<file path="src/rtl/load_unit_pkg.sv">
// rtl/load_unit_pkg.sv - load unit shared types, extender selects, error codes
package load_unit_pkg;

  typedef enum logic [2:0] {
    LW  = 3'd0,
    LH  = 3'd1,
    LHU = 3'd2,
    LB  = 3'd3,
    LBU = 3'd4
  } ld_op_e;

  typedef enum logic [1:0] {
    ST_IDLE = 2'd0,
    ST_REQ  = 2'd1,
    ST_WAIT = 2'd2,
    ST_RESP = 2'd3
  } state_e;

  localparam logic [2:0] SE_SEXT16 = 3'b000;
  localparam logic [2:0] SE_ZEXT16 = 3'b001;
  localparam logic [2:0] SE_LUI    = 3'b010;
  localparam logic [2:0] SE_SEXT8  = 3'b011;
  localparam logic [2:0] SE_ZEXT8  = 3'b100;

  localparam logic [1:0] WB_ERR_OK       = 2'b00;
  localparam logic [1:0] WB_ERR_MISALIGN = 2'b01;
  localparam logic [1:0] WB_ERR_TIMEOUT  = 2'b10;

  // Opcodes outside the enum behave as LW, so they need word alignment too.
  function automatic logic is_misaligned(input logic [2:0] op, input logic [1:0] addr_lo);
    case (op)
      LH, LHU: is_misaligned = addr_lo[0];
      LB, LBU: is_misaligned = 1'b0;
      default: is_misaligned = (addr_lo != 2'b00);
    endcase
  endfunction

endpackage

</file>
<file path="src/rtl/load_lane_extract.sv">
// rtl/load_lane_extract.sv - selects byte/halfword lane and drives the extender
module load_lane_extract
  import load_unit_pkg::*;
(
  input  logic [2:0]  op,
  input  logic [1:0]  addr_lo,
  input  logic [31:0] rdata,
  output logic [2:0]  se_select,
  output logic [15:0] se_in,
  output logic        is_word,
  output logic [31:0] data
);

  logic [7:0]  lane_b;
  logic [15:0] lane_h;
  logic [31:0] se_out;

  always_comb begin
    case (addr_lo)
      2'd0:    lane_b = rdata[7:0];
      2'd1:    lane_b = rdata[15:8];
      2'd2:    lane_b = rdata[23:16];
      default: lane_b = rdata[31:24];
    endcase
    lane_h = addr_lo[1] ? rdata[31:16] : rdata[15:0];

    se_select = SE_SEXT16;
    se_in     = lane_h;
    is_word   = 1'b0;
    case (op)
      LH:  se_select = SE_SEXT16;
      LHU: se_select = SE_ZEXT16;
      LB: begin
        se_select = SE_SEXT8;
        se_in     = {lane_b, lane_b};
      end
      LBU: begin
        se_select = SE_ZEXT8;
        se_in     = {8'h00, lane_b};
      end
      default: is_word = 1'b1;
    endcase
  end

  sign_extended u_sign_extended (
    .se_select (se_select),
    .se_in     (se_in),
    .se_out    (se_out)
  );

  assign data = is_word ? rdata : se_out;

endmodule

</file>
<file path="src/rtl/sign_extended.sv">
// rtl/sign_extended.sv - 16-bit to 32-bit sign/zero extender with LUI mode
module sign_extended
  import load_unit_pkg::*;
(
  input  logic [2:0]  se_select,
  input  logic [15:0] se_in,
  output logic [31:0] se_out
);

  // The 8-bit modes take their sign from bit 15, not bit 7.
  always_comb begin
    case (se_select)
      SE_SEXT16: se_out = {{16{se_in[15]}}, se_in};
      SE_ZEXT16: se_out = {16'h0000, se_in};
      SE_LUI:    se_out = {se_in, 16'h0000};
      SE_SEXT8:  se_out = {{24{se_in[15]}}, se_in[7:0]};
      SE_ZEXT8:  se_out = {24'h000000, se_in[7:0]};
      default:   se_out = 32'h0000_0000;
    endcase
  end

endmodule

</file>
<file path="src/rtl/load_unit_ctrl.sv">
// rtl/load_unit_ctrl.sv - multicycle MEM-stage load controller with timeout
// LOAD_ALIGN_CHECK_EN enables misaligned-access rejection (wb_err=01).
module load_unit_ctrl
  import load_unit_pkg::*;
#(
  parameter int TIMEOUT_CYCLES = 255,
  parameter int RD_W           = 5
) (
  input  logic            clk,
  input  logic            rst,
  input  logic            ld_valid,
  output logic            ld_ready,
  input  logic [2:0]      ld_op,
  input  logic [31:0]     ld_addr,
  input  logic [RD_W-1:0] ld_rd,
  output logic            mem_req,
  output logic [31:0]     mem_addr,
  input  logic            mem_gnt,
  input  logic            mem_rvalid,
  input  logic [31:0]     mem_rdata,
  output logic            wb_valid,
  input  logic            wb_ready,
  output logic [31:0]     wb_data,
  output logic [RD_W-1:0] wb_rd,
  output logic [1:0]      wb_err
);

  localparam int CW = $clog2(TIMEOUT_CYCLES + 1);
  localparam logic [CW-1:0] TO_LAST = CW'(TIMEOUT_CYCLES - 1);

  state_e          state_q, state_d;
  logic [2:0]      op_q, op_d;
  logic [1:0]      addr_lo_q, addr_lo_d;
  logic [31:0]     mem_addr_q, mem_addr_d;
  logic [31:0]     wb_data_q, wb_data_d;
  logic [RD_W-1:0] wb_rd_q, wb_rd_d;
  logic [1:0]      wb_err_q, wb_err_d;
  logic [CW-1:0]   cnt_q, cnt_d;

  logic            misaligned;
  logic [2:0]      se_select;
  logic [15:0]     se_in;
  logic            is_word;
  logic [31:0]     ext_data;
  logic            unused_ext;

  load_lane_extract u_extract (
    .op        (op_q),
    .addr_lo   (addr_lo_q),
    .rdata     (mem_rdata),
    .se_select (se_select),
    .se_in     (se_in),
    .is_word   (is_word),
    .data      (ext_data)
  );

  assign unused_ext = ^{se_select, se_in, is_word};

`ifdef LOAD_ALIGN_CHECK_EN
  assign misaligned = is_misaligned(ld_op, ld_addr[1:0]);
`else
  assign misaligned = 1'b0;
`endif

  always_comb begin
    state_d    = state_q;
    op_d       = op_q;
    addr_lo_d  = addr_lo_q;
    mem_addr_d = mem_addr_q;
    wb_data_d  = wb_data_q;
    wb_rd_d    = wb_rd_q;
    wb_err_d   = wb_err_q;
    cnt_d      = cnt_q;

    case (state_q)
      ST_IDLE: begin
        if (ld_valid) begin
          op_d       = ld_op;
          addr_lo_d  = ld_addr[1:0];
          mem_addr_d = {ld_addr[31:2], 2'b00};
          wb_rd_d    = ld_rd;
          cnt_d      = '0;
          if (misaligned) begin
            wb_data_d = 32'h0;
            wb_err_d  = WB_ERR_MISALIGN;
            state_d   = ST_RESP;
          end else begin
            state_d = ST_REQ;
          end
        end
      end
      ST_REQ: begin
        cnt_d = cnt_q + CW'(1);
        // An expiring budget abandons the request even if granted now.
        if (cnt_q == TO_LAST) begin
          wb_data_d = 32'h0;
          wb_err_d  = WB_ERR_TIMEOUT;
          state_d   = ST_RESP;
        end else if (mem_gnt) begin
          state_d = ST_WAIT;
        end
      end
      ST_WAIT: begin
        cnt_d = cnt_q + CW'(1);
        if (mem_rvalid) begin
          wb_data_d = ext_data;
          wb_err_d  = WB_ERR_OK;
          state_d   = ST_RESP;
        end else if (cnt_q == TO_LAST) begin
          wb_data_d = 32'h0;
          wb_err_d  = WB_ERR_TIMEOUT;
          state_d   = ST_RESP;
        end
      end
      default: begin
        if (wb_ready) state_d = ST_IDLE;
      end
    endcase
  end

  always_ff @(posedge clk or posedge rst) begin
    if (rst) begin
      state_q    <= ST_IDLE;
      op_q       <= 3'd0;
      addr_lo_q  <= 2'd0;
      mem_addr_q <= 32'h0;
      wb_data_q  <= 32'h0;
      wb_rd_q    <= '0;
      wb_err_q   <= WB_ERR_OK;
      cnt_q      <= '0;
    end else begin
      state_q    <= state_d;
      op_q       <= op_d;
      addr_lo_q  <= addr_lo_d;
      mem_addr_q <= mem_addr_d;
      wb_data_q  <= wb_data_d;
      wb_rd_q    <= wb_rd_d;
      wb_err_q   <= wb_err_d;
      cnt_q      <= cnt_d;
    end
  end

  assign ld_ready = (state_q == ST_IDLE);
  assign mem_req  = (state_q == ST_REQ);
  assign wb_valid = (state_q == ST_RESP);
  assign mem_addr = mem_addr_q;
  assign wb_data  = wb_data_q;
  assign wb_rd    = wb_rd_q;
  assign wb_err   = wb_err_q;

endmodule
</file>
<file path="config.mk">
export PLATFORM = sky130hd
export DESIGN_NAME = load_unit_ctrl
export DESIGN_NICKNAME = d
export VERILOG_FILES = /design/src/rtl/load_unit_pkg.sv /design/src/rtl/load_lane_extract.sv /design/src/rtl/sign_extended.sv /design/src/rtl/load_unit_ctrl.sv
export SDC_FILE = /design/constraint.sdc
export NUM_CORES = 1
export LEC_CHECK = 0
export BUFFER_PORTS_ARGS = -buffer_cell sky130_fd_sc_hd__clkbuf_2
export CAP_MARGIN = 20
export CORE_ASPECT_RATIO = 0.7
export CORE_MARGIN = 2
export CORE_UTILIZATION = 50
export CTS_BUF_LIST = sky130_fd_sc_hd__clkbuf_4 sky130_fd_sc_hd__clkbuf_8 sky130_fd_sc_hd__clkbuf_16
export DETAILED_ROUTE_END_ITERATION = 7
export PLACE_DENSITY = 0.9
export SLEW_MARGIN = 30
export SYNTH_ARGS = -nofsm -noshare
export SYNTH_HDL_FRONTEND = slang
export SYNTH_SLANG_ARGS = --single-unit
</file>
<file path="constraint.sdc">
create_clock -name clk -period 3.7 [get_ports clk]
set_input_delay 0 -clock clk [delete_from_list [all_inputs] [get_ports clk]]
set_output_delay 0 -clock clk [all_outputs]
set_load 0.02 [all_outputs]
</file>
After elaboration in Yosys (flattened, before gate mapping). Cells that the tools add are included.

Output and inout bits: 74. Flip-flop bits (word level): 84. Input port bits: 78. Word-level logic and storage cells: 58.

Muxes and demuxes: 21. Equality and inequality tests: 17. $add $sub $neg: 1. Reduce and logical (&&, ||, !) cells: 11.

Operators with widths (number): 32-bit one-hot mux with 5 select lines (1); 32-bit two-way mux (3); 32-bit one-hot mux with 2 select lines (1); 16-bit one-hot mux with 2 select lines (1); 8-bit one-hot mux with 3 select lines (1); 16-bit two-way mux (1); 2-bit two-way mux (8); 8-bit one-hot mux with 2 select lines (1); 3-bit by 2-bit == test with 1-bit output, second input constant (4); 3-bit one-hot mux with 3 select lines (1); 8-bit by 1-bit adder with 8-bit output, second input constant (1); 8-bit == test, second input constant (1); 8-bit two-way mux (1); 2-bit == test, second input constant (3); 3-bit by 1-bit == test with 1-bit output, second input constant (2); 3-bit == test, second input constant (2); 2-bit one-hot mux with 3 select lines (1); 2-bit by 1-bit == test with 1-bit output, second input constant (2); 2-bit zero test (2); 2-bit one-hot mux with 2 select lines (1); 2-bit AND reduction (2); 4-bit AND reduction (1); 2-bit nonzero test (2); 4-bit nonzero test (1); 6 further kinds (6).

Longest topological paths before layout.
Word-level depth: 7. Gate-level depth with buffers: 7. Mapped depth without buffers: 6.

Modules after synthesis. A second synthesis with hierarchy kept.

Cells, all modules: 403. Area total of the unflattened synthesis: 4849.7 µm².

By module, submodules not included: load_unit_ctrl (sequential area each 2102.0 µm², area each 3326.9 µm², instances 1, cells each 238); load_lane_extract (sequential area each 0.0 µm², area each 1048.5 µm², instances 1, cells each 96); sign_extended (sequential area each 0.0 µm², area each 474.2 µm², instances 1, cells each 69).

Least setup slack after synthesis. OpenSTA, ideal clock, no wires.

Path kind: reg-to-reg. From: reg state_q[0]. To: reg cnt_q[0]. Stages on the path, launching flop included: 7. Setup slack: 1937 ps. Clock period less this slack: 1763 ps. Library setup time: 136 ps. Data arrival time: 1626 ps. Required time: 3564 ps. Path buffers: 1. Cell sequence: dfrtp_1 inv_1 ha_1 nor2b_1 or2_2 clkbuf_1 o21ai_0.

Elaborated cells on any way between the ends: 8. Those cells by class: 3 x eq/ne; 1 x mux; 4 x reduce/logical.

RTL lines: start: declaration (RTL line load_unit_ctrl.sv:31) `state_e state_q, state_d;`; start signal: assignment (RTL line load_unit_ctrl.sv:132) `state_q <= state_d;`; 2-bit zero test *; via ld_ready (RTL line load_unit_ctrl.sv:12) `output logic ld_ready,`; 2-bit inequality test (no line) or 2-bit nonzero test (tied branches); 2-bit AND reduction (no line); end signal: assignment (RTL line load_unit_ctrl.sv:139) `cnt_q <= cnt_d;`; end: declaration (RTL line load_unit_ctrl.sv:38) `logic [CW-1:0] cnt_q, cnt_d;`.

The timed path passes the listed nets; every way through them passes the cells marked *. A chain may end at the register's enable or synchronous reset.

Worst setup path after layout.
From: reg addr_lo_q[1]. To: reg wb_data_q[20], in the netlist wb_data[20].

Cells in the longest elaborated chain, start to end: 7. Elaborated cells on any way between the ends: 10. Those cells by class: 2 x eq/ne; 7 x mux; 1 x reduce/logical.

RTL lines: start: declaration (RTL line load_unit_ctrl.sv:33) `logic [1:0] addr_lo_q, addr_lo_d;`; start signal: assignment (RTL line load_unit_ctrl.sv:134) `addr_lo_q <= addr_lo_d;`; 2-bit == test, or another cell as far along (RTL line load_lane_extract.sv:19) `case (addr_lo)`; 8-bit one-hot mux with 3 select lines (RTL line load_lane_extract.sv:19); 16-bit one-hot mux with 2 select lines * (RTL line load_lane_extract.sv:30) `case (op)`; 32-bit one-hot mux with 5 select lines * (RTL line sign_extended.sv:12) `case (se_select)`; 32-bit two-way mux * (RTL line load_lane_extract.sv:51) `assign data = is_word ? rdata : se_out;`; 32-bit two-way mux * (RTL line load_unit_ctrl.sv:105) `if (mem_rvalid) begin`; 32-bit one-hot mux with 2 select lines * (RTL line load_unit_ctrl.sv:75) `case (state_q)`; end signal: assignment (RTL line load_unit_ctrl.sv:136) `wb_data_q <= wb_data_d;`; end: declaration (RTL line load_unit_ctrl.sv:35) `logic [31:0] wb_data_q, wb_data_d;`.

Mark *: on every way between the ends. The rest lies on a longest branch, timed or not.

==> qor.yml <==
synthesis:
  yosysTopAreaCellShare: 0.477
  synth_area_per_cell_um2: 11.7
  synth_top_area_cell: "dfrtp_1"
  synth_edf_count: 0
  synth_top_family_by_area: "compound AO/OA/AOI/OAI gates"
  synth_cells: 378
  synth.distinct_cells: 52
  synth_flop_cell: "dfrtp_1"
  syn_area_um2: 4410
  synthMuxAreaShare: 0.163
  synth_fa_ha_area_frac: 0.0170
  yosys_register_bits: 84
  synthTopCellsByArea: "dfrtp_1 48%, mux2_2 11%, a22o_1 5.8%"
  synth-xor-area-share: 0.00767
  synth_compound_area_frac: 0.203
  synthArstFlopShare: 1.00
  yosys.area_share.simple: 0.0875
  synth-seq-area-share: 0.477
  ys_warn_count: 0
floorplan:
  num_io_pins: 152
  die_h_um: 82.5
  core_region_area_um2: 8510
  dieArea_um2: 9590
  fp.dieW_um: 116
  fp-row-count: 28
  initial_core_util: 0.518
sta:
  skew_ns: 0.00467
  worst-slew-pin-transition_ns: 0.903
  max_freq_ghz: 0.432
  fin_setup_tns_ns: 0
  fin_ws_ns: 1.38
  rsz0062_at_grt: "false"
  period_share: 0.626
  finalHoldViolCount: 0
  setup_violations: 0
  fin_crit_ns: 2.32
  hold_slack_ns: 0.0515
  relSlewSlack: 0.398
  finalMaxSlewViolations: 0
worst_setup_path:
  rr_startpoint: "addr_lo_q[1]$_DFFE_PP0P_"
  critPathLaunchType: "flop"
  crit_buf_inv: 0
  cpLargestDelayFamily: "flip-flops"
  crit_type: "flop to flop"
  critPathMaxStageDelay_ns: 0.93
  crit_path_end_kind: "flop"
  worstPathCellList: "mux2_2, mux2i_4, o2bb2ai_1, a22o_1"
  timing.rr.end: "wb_data[20]$_DFFE_PP0N_"
  cpMaxStageDelayCell: "dfrtp_1"
  r2r_slack_ns: 1.38
  worst_ep_required_time_ns: 3.93
  arrival_ns: 2.54
  worstPathMaxFanout: 22
  r2r_cells: 4
layout:
  fin_util: 0.695
  nNetsFinal: 634
  area_growth_pct: 34.3
  fin_cells: 675
  postLayoutCellArea_um2: 5920
  drive_above_1_share: 0.416
  insertedDiodeCount: 0
route:
  wl_per_cell_um: 19.4
  antenna_left: 0
  drc: 0
  drt_first_iter_violations: 289
  viasPerCell: 5.88
  drt-pass1-iter-count: 4
  wl_um: 13100
  vias: 3967
job:
  cap_violations: 0
cts:
  cts_buffers: 9
  clock_latency_ns: 0.34
  cts_buffer_depth: 2
  hold_buffers: 41
  cts-root-buf: "clkbuf_16"
  cts_resized: 0
  cts_setup_buffers: 0
  clk_pin_slew_ns: 0.06
  htree_num_levels: 3
  cts_tree: "done"
  clock-sinks: 84
placed_design:
  dpl.hpwl_um: 8730
  post-place-ws_ns: 1.28
  io_buffer_count: 149
  placed_area_um2: 5160
  gp_congestion: 0.963
  dp.cells: 618
grt:
  use_met3: 0.0869
  busiest_layer: "met2"
  grtUsageMet2: 0.471
  grt_pass1_wl_um: 20500
  grt_max_degree: 57
  track_usage: 0.286
  use_met1: 0.362
  antenna_found_initial: 0
  grt.overflow.total: 0
  grt_pass1_vias: 4044
min_path:
  hold_path_end: "wb_data[17]$_DFFE_PP0N_"
  hold_path_depth: 3
  hold_path.class: "primary input to flop"
  hp-start: "mem_rdata[17]"
power:
  vdd_drop_max_uv: 565
  power.total_mw: 5.46
  power.leakage_nw: 2.81
  power.density_nw_per_um2: 922
run_status:
  outcome: "completed"
## routing by layer
metal | vias to the layer above | share of wire
li1 | 1769 | -
met5 | - | 0
met3 | 28 | 0.093
met1 | 1952 | 0.40
met4 | 0 | 0.021
met2 | 218 | 0.49
## synth_stat cells (all sizes together) (3+ instances only)
library cell / n
o211ai: 9
nand2b: 5
buf: 16
nor2: 7
nand3: 13
mux2: 47
and2: 3
a21oi: 5
a22o: 29
inv: 8
a21o: 9
nand2: 16
mux4: 7
dfrtp: 84
o2bb2ai: 23
and3: 8
ha: 6
nor2b: 3
a22oi: 7
nand4: 3
clkbuf: 16
o21ai: 27
## cells in the final DEF, fill, tap and decap left out, drive strengths merged, types with 8 or more instances in the layout
cell type    instances
clkbuf             161
dfrtp               84
mux2                47
dlygate4sd3         41
a22o                29
o21ai               27
o2bb2ai             23
nand2               16
nand3               13
a21o                 9
o211ai               9
inv                  8
and3                 8
## how the worst max path moves through the flow
stage,from,endpoint,slack [ns],cells after the start
final,addr_lo_q[1]$_DFFE_PP0P_,wb_data[20]$_DFFE_PP0N_,1.38,4
after CTS,state_q[0]$_DFFE_PP0P_,wb_data[7]$_DFFE_PP0N_,1.24,6
after floorplan,rst,addr_lo_q[0]$_DFFE_PP0P_,1.53,1
after global routing,addr_lo_q[1]$_DFFE_PP0P_,wb_data[17]$_DFFE_PP0N_,1.22,4
after detailed placement,state_q[0]$_DFFE_PP0P_,wb_data[7]$_DFFE_PP0N_,1.28,6
after global placement,state_q[0]$_DFFE_PP0P_,wb_data[7]$_DFFE_PP0N_,1.43,6
## tightest hold or removal path, stage by stage
cell,delay [ns]
clkbuf_2,0.10
o2bb2ai_1,0.13
a22o_1,0.12
## power by group
part           internal [mW]  switching [mW]  total, mW
clock                  0.682           0.359       1.04
combinational           1.12            1.53       2.66
sequential              1.32           0.434       1.76
## area by class of cell
| cell class | count | area (µm²) |
|---|---|---|
| Fill cell | 602 | 2590 |
| Multi-Input combinational cell | 255 | 2120 |
| Sequential cell | 84 | 2100 |
| Tap cell | 120 | 150 |
| Timing Repair Buffer | 192 | 1170 |
| Clock inverter | 4 | 97.6 |
| Clock buffer | 12 | 248 |
| Inverter | 8 | 32.5 |
## registers in the layout, indices dropped and copies added, names as in the netlist
name and cells:
mem_addr 30, wb_rd 5, cnt_q 8, wb_data 32, wb_err 2, addr_lo_q 2, op_q 3, state_q 2
## logic make-up (layout without fill, tap and decap cells)
family / count (synthesis) / count (layout)
XOR/XNOR: 3 / 3
buffers and inverters: 40 / 216
other: 1 / 2
AND/OR/NAND/NOR: 69 / 69
adder cells (fa/ha/maj): 6 / 6
multiplexers: 56 / 56
AO/OA/AOI/OAI: 119 / 119
flip-flops: 84 / 84
Note: power is estimated with default switching activity, not from simulation.
